==> config.mk <==
export PLATFORM = sky130hd
export DESIGN_NAME = decay_sample_gen
export DESIGN_NICKNAME = d
export VERILOG_FILES = /design/src/rtl/decay_sample_gen.sv
export SDC_FILE = /design/constraint.sdc
export NUM_CORES = 1
export LEC_CHECK = 0
export BUFFER_PORTS_ARGS = -buffer_cell sky130_fd_sc_hd__clkbuf_2
export CAP_MARGIN = 20
export CORE_MARGIN = 2
export CORE_UTILIZATION = 30
export CTS_CLUSTER_DIAMETER = 40
export DETAILED_ROUTE_END_ITERATION = 7
export SYNTH_ARGS = -nofsm -noshare
export SYNTH_HDL_FRONTEND = slang
export SYNTH_SLANG_ARGS = --single-unit
==> constraint.sdc <==
create_clock -name clk -period 5.8 [get_ports clk]
set_input_delay 0.58 -clock clk [delete_from_list [all_inputs] [get_ports clk]]
set_output_delay 0.58 -clock clk [all_outputs]
set_load 0.02 [all_outputs]
==> src/rtl/decay_sample_gen.sv <==
// Burst generator emitting a geometrically decaying sample stream with valid/ready handshake.
// Optional running sum of transferred samples enabled by macro DECAY_SAMPLE_GEN_SUM_EN.
module decay_sample_gen #(
  parameter int DW = 8,
  parameter int CW = 8
) (
  input  logic          clk,
  input  logic          rst,
  input  logic          start,
  input  logic [DW-1:0] init_val,
  input  logic [2:0]    shift,
  input  logic [CW-1:0] count,
  output logic [DW-1:0] out_data,
  output logic          out_valid,
  input  logic          out_ready,
  output logic          out_last,
  output logic          busy,
  output logic          done,
  output logic [31:0]   sum
);

  typedef enum logic [1:0] {IDLE, SEND, DONE} state_t;

  localparam logic [CW-1:0] ONE = CW'(1);

  state_t        state, state_nxt;
  logic [CW-1:0] idx, m_cap;
  logic [2:0]    sh_cap;
  logic [DW-1:0] cur, decayed;
  logic          accept, xfer, at_last;

  always_comb begin
    accept  = (state == IDLE) && start;
    xfer    = (state == SEND) && out_ready;
    at_last = (idx == m_cap - ONE);
    // shift of zero means a constant stream, not cur - cur
    decayed = (sh_cap == 3'd0) ? cur : cur - (cur >> sh_cap);
  end

  always_comb begin
    state_nxt = state;
    case (state)
      IDLE: if (start) state_nxt = (count != '0) ? SEND : DONE;
      SEND: if (out_ready && at_last) state_nxt = DONE;
      DONE: state_nxt = IDLE;
      default: state_nxt = IDLE;
    endcase
    out_valid = (state == SEND);
    out_last  = (state == SEND) && at_last;
    busy      = (state != IDLE);
    done      = (state == DONE);
  end

  always_ff @(posedge clk or negedge rst) begin
    if (!rst) begin
      state  <= IDLE;
      cur    <= '0;
      idx    <= '0;
      m_cap  <= '0;
      sh_cap <= '0;
    end else begin
      state <= state_nxt;
      if (accept) begin
        cur    <= init_val;
        sh_cap <= shift;
        m_cap  <= count;
        idx    <= '0;
      end else if (xfer && !at_last) begin
        cur <= decayed;
        idx <= idx + ONE;
      end
    end
  end

  assign out_data = cur;

`ifdef DECAY_SAMPLE_GEN_SUM_EN
  logic [31:0] sum_q;

  always_ff @(posedge clk or negedge rst) begin
    if (!rst) begin
      sum_q <= '0;
    end else if (accept) begin
      sum_q <= '0;
    end else if (xfer) begin
      sum_q <= sum_q + 32'(cur);
    end
  end

  assign sum = sum_q;
`else
  assign sum = '0;
`endif

endmodule

==> impl_metrics.json, run 1 <==
{
  "post_cts_buffers": 0,
  "synth-edff-count": 0,
  "wl_um": 4934,
  "cts_tree": "yes",
  "dpl_cell_area_mm2": 0.002442,
  "cts.htree.levels": 2,
  "hold_path_class": "primary input to asynchronous set/reset pin",
  "ys_async_sr_fraction_pct": 100.0,
  "num_vias": 1841,
  "yosysWarnings": 0,
  "yosysTopAreaCell": "dfrtp_1",
  "gp_congestion": 0.7762,
  "reg2reg_from": "sh_cap[1]",
  "post-route-period-util_pct": 55.14,
  "ys_top_cells_by_count": "49 x nand2_1, 32 x buf_4, 29 x dfrtp_1",
  "cpPeakStageDelay_ns": 0.53,
  "track_usage_pct": 12.40,
  "fin_hold_ws_ns": 0.3634,
  "worst_slack_ns": 2.602,
  "max-cap-violations": 0,
  "slowest_stage": "a211oi_4",
  "synth.cell_area_mm2": 0.002306,
  "status": "completed",
  "cts.sinks": 29,
  "clock_skew_ns": 0.002942,
  "rrSetupSlack_ns": 2.68,
  "crit_path_end_kind": "primary output",
  "power.total_mw": 1.626,
  "synthCells": 271,
  "cts_buffers": 5,
  "peakVddDrop_uv": 179.4,
  "cts-resized-gates": 0,
  "final_area_mm2": 0.002556,
  "synth.area.top_cells": "dfrtp_1 31%, buf_4 10%, nand2_1 8.0%",
  "grt.overflow.total": 0,
  "pwr-share-seq_pct": 27.8,
  "core_area_mm2": 0.007331,
  "drtIter0Drc": 94,
  "start_kind": "flop",
  "synth_top_area_share_pct": 31.47,
  "place_ws_ns": 2.693,
  "path_cells": "or4_4 -> nor4_1 -> a211oi_2 -> a211oi_4 -> and2_2 -> clkbuf_2",
  "drive_gt1_share_pct": 17.49,
  "placementRows": 31,
  "ioPinCount": 67,
  "fin_setup_tns_ns": 0,
  "dp_hpwl_um": 3630,
  "relSlewSlack_pct": 49.93,
  "crit_required_ns": 5.22,
  "post-route-drc-count": 0,
  "grt_pass1_wl_um": 8411,
  "grt_max_degree": 31,
  "fp.dieW_um": 91.67,
  "p_leak_nw": 1.212,
  "nets": 336,
  "fp.dieH_um": 91.67,
  "clkSlewWorstSetupHoldPaths_ns": 0.06,
  "grt_pass1_vias": 1705,
  "yosysUniqueCellTypes": 52,
  "r2r_cells": 12,
  "yosysMostFrequentCell": "nand2_1",
  "setup_viol": 0,
  "tightest_slew_ns": 0.7511,
  "dr.pass1.iters": 4,
  "rsz0062_at_grt": "false",
  "setup.worst_path.class": "flop to primary output",
  "cp_max_fo": 10,
  "initial_core_util_pct": 31.46,
  "cts_root_buffer": "clkbuf_8",
  "synthFlopType": "dfrtp_1",
  "postSynthAreaPerCell_um2": 8.509,
  "power_switching_mw": 0.7636,
  "syn2layout_area_growth_pct": 10.85,
  "wire_per_inst_um": 12.27,
  "clock_path_buffers": 2,
  "r2r_end": "out_data[7]",
  "drtAntennaViolNets": 0,
  "dieArea_mm2": 0.008403,
  "p_sw_share_pct": 46.97,
  "antenna_found_initial": 0,
  "vias_per_cell": 4.580,
  "pwr-share-comb_pct": 61.7,
  "cts_hold_buffers": 0,
  "io_buffers": 34,
  "finalMaxSlewViolations": 0,
  "synth.yosys.seq_area_share_pct": 31.47,
  "ys_seq_elements": 29,
  "cp_data_arrival_time_ns": 2.62,
  "intPower_mw": 0.8622,
  "period_needed_ns": 3.198,
  "p_per_area_mw_per_mm2": 636.0,
  "hold_viol": 0,
  "max_clock_freq_mhz": 312.7,
  "diodes": 0,
  "clkLatencyLatePin_ns": 0.28,
  "clkPwrFrac_pct": 10.5
}
==> critical path, delay by kind of cell, from the launching register on <==
family / cells / cell delay (ns)
flip-flops: 1 / 0.45
AO/OA/AOI/OAI: 2 / 0.63
buffers and inverters: 1 / 0.16
AND/OR/NAND/NOR: 3 / 1.10
==> per-layer routing <==
metal	up-vias	GRT usage [%]	share of wire (%)
met5	-	0	0
met1	852	17.70	52
met2	51	18.63	42
li1	934	-	-
met3	4	2.794	4.8
met4	0	3.788	1.1
==> registers in the layout, summed over array words and instances, names as in the netlist <==
name / count
idx: 8
m_cap: 8
out_data: 8
sh_cap: 3
state: 2
==> final cells by class <==
| class | instances | area [um2] |
|---|---|---|
| Tap cell | 99 | 123.9 |
| Fill cell | 747 | 4775 |
| Sequential cell | 29 | 725.7 |
| Multi-Input combinational cell | 225 | 1396 |
| Timing Repair Buffer | 35 | 197.7 |
| Inverter | 7 | 26.28 |
| Clock buffer | 7 | 86.33 |
==> logic make-up (layout without fill, tap and decap cells) <==
family                   count (synthesis)  after routing  synth area share, %
adder cells (fa/ha/maj)                 10             10                5.752
XOR/XNOR                                16             16                6.077
AO/OA/AOI/OAI                           44             44                13.02
AND/OR/NAND/NOR                        106            106                22.30
buffers and inverters                   48             49                13.02
multiplexers                            17             17                8.193
other                                    1             32               0.1626
flip-flops                              29             29                31.47
==> placed cells by master, fill, tap and decap left out, types with 3 or more instances in the layout <==
master / instances
clkbuf_2: 34
nor2b_1: 6
xnor2_1: 11
nor3_1: 3
clkbuf_8: 6
conb_1: 32
nand2_1: 49
inv_1: 7
o21ai_0: 11
xor2_1: 5
mux2i_1: 14
nor4_1: 5
ha_1: 9
nand3_1: 4
a21oi_1: 13
nor2_1: 20
dfrtp_1: 29
==> per-stage QoR <==
stage,std cells,utilization (%)
2_1_floorplan,302,-
3_3_place_gp,394,33.32
3_5_place_dp,394,33.32
4_1_cts,401,34.49
5_1_grt,402,34.87
6_report,402,34.87
==> power groups by stage <==
stage	sequential, mW	clock, mW	combinational (mW)
finish	0.452	0.171	1.00
floorplan	0.415	0	0.836
CTS	0.452	0.175	1.00
detailed placement	0.454	0	0.989
global route	0.475	0.188	1.12
global placement	0.452	0	0.974
==> worst max-delay path by stage <==
stage	from	endpoint	slack [ns]	cells past startpoint
after floorplan	sh_cap[0]	out_data[7]	3.00	13
after global placement	sh_cap[1]	out_data[7]	2.77	12
after detailed placement	sh_cap[1]	out_data[7]	2.69	12
after CTS	m_cap[2]	out_last	2.60	6
after global routing	sh_cap[1]	out_data[7]	2.39	12
final	m_cap[2]	out_last	2.60	6
Note: power is estimated with default switching activity, not from simulation.
==> run 2, diff against run 1 <==
Clock period 5.8 ns to 2.68 ns, I/O delays scaled along.
==> run 2 against run 1 <==
Against the previous run: clock power grew 110%; critical path type is now flop to flop; highest routed layer unchanged; power rose to 2.7 times the previous value; cell area increased by 15%; the flow now finishes with violations (negative setup slack).
==> impl_metrics.json, run 2 (synthesis results as in run 1) <==
{
  "max-cap-violations": 0,
  "period_needed_ns": 2.694,
  "violations": "negative setup slack",
  "peakVddDrop_uv": 519.9,
  "cp_max_fo": 4,
  "hold_path_class": "primary input to asynchronous set/reset pin",
  "num_vias": 2043,
  "dpl_cell_area_mm2": 0.002683,
  "tightest_slew_ns": 0.7618,
  "core_area_mm2": 0.007331,
  "cts.htree.levels": 2,
  "clkLatencyLatePin_ns": 0.28,
  "most-common-layout-cells": "49 x nand2_1, 36 x buf_4, 33 x clkbuf_2",
  "grt_max_degree": 31,
  "nFillCells": 736,
  "setup_viol": 1,
  "dp.cells": 426,
  "setup.worst_path.class": "flop to flop",
  "power_switching_mw": 1.949,
  "final_common_cell": "nand2_1",
  "fp.dieH_um": 91.67,
  "track_usage_pct": 14.13,
  "stdcell_count": 441,
  "grt_pass1_wl_um": 9397,
  "hold_viol": 0,
  "finalMaxSlewViolations": 0,
  "cts_buffers": 5,
  "grt.overflow.total": 0,
  "status": "finished with violations",
  "diodes": 0,
  "final_area_mm2": 0.002949,
  "dp_hpwl_um": 4164,
  "start_kind": "flop",
  "drtIter0Drc": 125,
  "reg2reg_from": "sh_cap[1]",
  "pwr-share-comb_pct": 72.0,
  "vias_per_cell": 4.633,
  "relSlewSlack_pct": 49.22,
  "max_clock_freq_mhz": 371.2,
  "placementRows": 31,
  "clock_path_buffers": 2,
  "fp.dieW_um": 91.67,
  "r2r_end": "out_data[7]",
  "worst_slack_ns": -0.01373,
  "cts_hold_buffers": 0,
  "cts_root_buffer": "clkbuf_8",
  "crit_required_ns": 2.82,
  "p_sw_share_pct": 44.96,
  "wire_per_inst_um": 13.13,
  "clkSlewWorstSetupHoldPaths_ns": 0.07,
  "p_per_area_mw_per_mm2": 1470,
  "antenna_found_initial": 0,
  "crit_path_end_kind": "flop",
  "r2r_cells": 12,
  "dieArea_mm2": 0.008403,
  "clock_skew_ns": 0.006148,
  "ioPinCount": 67,
  "cp_data_arrival_time_ns": 2.83,
  "grt_pass1_vias": 1929,
  "post-route-drc-count": 0,
  "dr.pass1.iters": 4,
  "startpoint": "sh_cap[1]",
  "syn2layout_area_growth_pct": 27.89,
  "cts.sinks": 29,
  "rrSetupSlack_ns": -0.01,
  "wl_um": 5791,
  "drtAntennaViolNets": 0,
  "pwr-share-seq_pct": 19.9,
  "cts_tree": "yes",
  "post-route-period-util_pct": 100.5,
  "rsz0062_at_grt": "true",
  "io_buffers": 34,
  "clkPwrFrac_pct": 8.1,
  "p_leak_nw": 1.416,
  "drive_gt1_share_pct": 32.75,
  "initial_core_util_pct": 31.46,
  "intPower_mw": 2.387,
  "gp_congestion": 0.8183,
  "nets": 374
}
[run 2: cell types whose count changed in the layout (fill, tap and decap cells not counted), moves of 3 or more]
cell,previous run,this run
buf_4,0,36
o21ai_0,11,8
mux2i_1,14,11
a21oi_1,13,9
a21oi_2,0,4
[run 2: how the worst max path moves through the flow]
stage	end	depth (start not counted)
6_report	out_data[7]	12
5_1_grt	out_data[7]	12
4_1_cts	out_data[6]	16
3_5_place_dp	out_data[6]	16
3_3_place_gp	out_data[6]	16
2_1_floorplan	out_data[7]	12
[run 2: cell type report]
class / instances / area (um2) / area share, %
clock buffers: 6 / 72.57 / 2.461
clock inverters: 2 / 10.01 / 0.3394
inverters: 7 / 26.28 / 0.8910
multi-input cells: 225 / 1491 / 50.57
flip-flops and latches: 29 / 726.9 / 24.65
well taps: 99 / 123.9 / 4.200
repair buffers: 73 / 498.0 / 16.89
[run 2: routing by layer]
layer  up-vias  GRT usage, %  share of wire (%)
met4         0         5.177               0.95
met2        75         21.63                 46
li1       1011             -                  -
met5         -             0                  0
met1       955         19.74                 47
met3         2         2.712                5.7
[run 2: repair_timing]
item                                    in CTS  in global routing
endpoints found under the setup margin       4                 12
setup buffers                                5                  2
pin swaps                                    6                 17
gates resized for setup                     11                 19
[run 2: per-stage QoR]
step	hold slack (ns)	total power [mW]	TNS [ns]	worst slack (ns)	util (%)
finish	0.04852	4.336	-0.01373	-0.01373	40.23
global route	0.1083	4.741	-0.3441	-0.1656	40.23
CTS	0.07516	4.096	-0.04724	-0.01929	38.88
detailed placement	0.3827	3.595	-0.2829	-0.1852	36.59
global placement	0.3788	3.563	-0.1186	-0.1186	36.59
floorplan	-0.02759	2.714	0	0.01479	-
[run 2: power groups by stage]
stage / combinational (mW) / sequential [mW] / clock [mW]
6_report: 3.12 / 0.863 / 0.352
5_1_grt: 3.46 / 0.892 / 0.388
4_1_cts: 2.89 / 0.840 / 0.364
3_5_place_dp: 2.75 / 0.847 / 0
3_3_place_gp: 2.72 / 0.845 / 0
2_1_floorplan: 1.81 / 0.899 / 0
[run 2: worst max-delay path, stage by stage, from the launching register on]
cell      delay, ns
dfrtp_1        0.41
mux2_2         0.37
nor2_2         0.11
a211oi_2       0.06
a21oi_2        0.14
ha_1           0.24
nor2b_1        0.13
o31a_1         0.26
o211ai_1       0.21
a21boi_1       0.10
nor4b_2        0.30
xnor2_1        0.15
a21oi_1        0.08
==> run 3, diff against run 2 <==
Settings changed: CORE_MARGIN 2 to default.
==> run 3 against run 2 <==
Against the previous run: the run still ends with negative setup slack left; register-to-register slack worse by 0.02 ns; highest routed layer unchanged; critical path depth is 3 higher; via count is 0.78% lower.
==> impl_metrics.json, run 3 (synthesis results as in run 1) <==
{
  "status": "finished with violations",
  "violations": "negative setup slack",
  "cp_max_fo": 5,
  "p_per_area_mw_per_mm2": 1483,
  "initial_core_util_pct": 31.46,
  "grt_pass1_vias": 1960,
  "cp_data_arrival_time_ns": 2.87,
  "worst_slack_ns": -0.02931,
  "num_vias": 2027,
  "dieArea_mm2": 0.008041,
  "dr.pass1.iters": 4,
  "finalMaxSlewViolations": 0,
  "reg2reg_from": "sh_cap[1]",
  "clock_path_buffers": 2,
  "grt.overflow.total": 0,
  "vias_per_cell": 4.596,
  "cts_root_buffer": "clkbuf_8",
  "hold_viol": 0,
  "hold_path_class": "primary input to asynchronous set/reset pin",
  "placementRows": 31,
  "final_area_mm2": 0.002944,
  "setup.worst_path.class": "flop to flop",
  "fin_hold_ws_ns": 0.03649,
  "period_needed_ns": 2.709,
  "cts_tree": "yes",
  "cts_buffers": 5,
  "clkLatencyLatePin_ns": 0.29,
  "nets": 374,
  "rsz0062_at_grt": "true",
  "drtAntennaViolNets": 0,
  "drive_gt1_share_pct": 32.46,
  "antenna_found_initial": 0,
  "nFillCells": 747,
  "drtIter0Drc": 99,
  "gp_congestion": 0.8463,
  "wire_per_inst_um": 12.76,
  "peakVddDrop_uv": 555.3,
  "diodes": 0,
  "max-cap-violations": 0,
  "grt_max_degree": 30,
  "io_buffers": 34,
  "post-route-period-util_pct": 101.1,
  "track_usage_pct": 15.38,
  "p_leak_nw": 1.429,
  "most-common-layout-cells": "49 x nand2_1, 35 x buf_4, 33 x clkbuf_2",
  "wl_um": 5629,
  "setup_viol": 2,
  "highest_layer": "met4",
  "cts.htree.levels": 2,
  "fin_setup_tns_ns": -0.02950,
  "met3_wirelength_um": 279,
  "startpoint": "sh_cap[1]",
  "post-route-drc-count": 0,
  "max_clock_freq_mhz": 369.1,
  "fp.dieH_um": 89.67,
  "power.total_mw": 4.365,
  "cts_hold_buffers": 0,
  "core_area_mm2": 0.007331,
  "final_common_cell": "nand2_1",
  "start_kind": "flop",
  "crit_path_end_kind": "flop",
  "ioPinCount": 67,
  "wl_met2_um": 2441,
  "clock_skew_ns": 0.004519,
  "relSlewSlack_pct": 49.52,
  "dp_hpwl_um": 4094,
  "syn2layout_area_growth_pct": 27.67,
  "clkSlewWorstSetupHoldPaths_ns": 0.06,
  "cts.sinks": 29,
  "grt_pass1_wl_um": 9156,
  "wl_met1_um": 2777,
  "tightest_slew_ns": 0.7572,
  "crit_required_ns": 2.84,
  "fp.dieW_um": 89.67,
  "dpl_cell_area_mm2": 0.002675
}
[run 3: final timing paths]
kind                            cells after the start           to  slack (ns)
worst max-delay path                               15  out_data[6]       -0.03
worst min-delay path                                1     m_cap[7]        0.04
worst max register to register                     15  out_data[6]       -0.03
worst min register to register                      1     state[1]        0.50
max in group asynchronous                           1    sh_cap[1]        2.11
min in group clk                                    3  out_data[4]        0.18
[run 3: per-layer routing]
layer / up-vias / global-route usage, %
met3: 9 / 3.199
met5: - / 0
met4: 0 / 7.792
met2: 56 / 23.21
met1: 952 / 20.81
li1: 1010 / -
[run 3: report_power, final]
part / internal (mW) / switching, mW / total [mW]
registers: 0.635 / 0.230 / 0.866
logic: 1.57 / 1.52 / 3.09
clock network: 0.232 / 0.175 / 0.407
[run 3: cell type report]
cell class / instances / area, um2 / area share [%]
multi-input combinational: 225 / 1473 / 50.02
clock buffer: 7 / 96.34 / 3.272
timing repair buffer: 73 / 493.0 / 16.74
clock inverter: 1 / 5.005 / 0.1700
inverter: 7 / 26.28 / 0.8925
tap: 99 / 123.9 / 4.207
sequential: 29 / 726.9 / 24.69
[run 3: what timing repair did]
action                     4_1_cts  5_1_grt
buffers inserted                 6        2
gates resized for setup         12       19
pin swaps                       11       17
setup endpoints to repair        4        5
[run 3: metrics by stage]
stage / util (%) / setup WS [ns] / instances
2_1_floorplan: - / 0.01479 / 302
6_report: 40.16 / -0.02931 / 441
3_3_place_gp: 36.49 / -0.1005 / 425
4_1_cts: 39.12 / -0.03086 / 439
5_1_grt: 40.16 / -0.2060 / 441
3_5_place_dp: 36.49 / -0.1255 / 425
[run 3: worst max-delay path: stages (launching register included)]
cell and delay [ns]:
dfrtp_2 0.45, buf_6 0.13, mux2i_2 0.15, a21oi_2 0.16, nand2_1 0.09, o21ai_2 0.08, ha_2 0.21, inv_2 0.04
fa_2 0.35, a21o_1 0.20, a21oi_2 0.16, o21bai_1 0.09, a21oi_1 0.17, xnor2_1 0.09, mux2i_1 0.14, o21ai_1 0.07
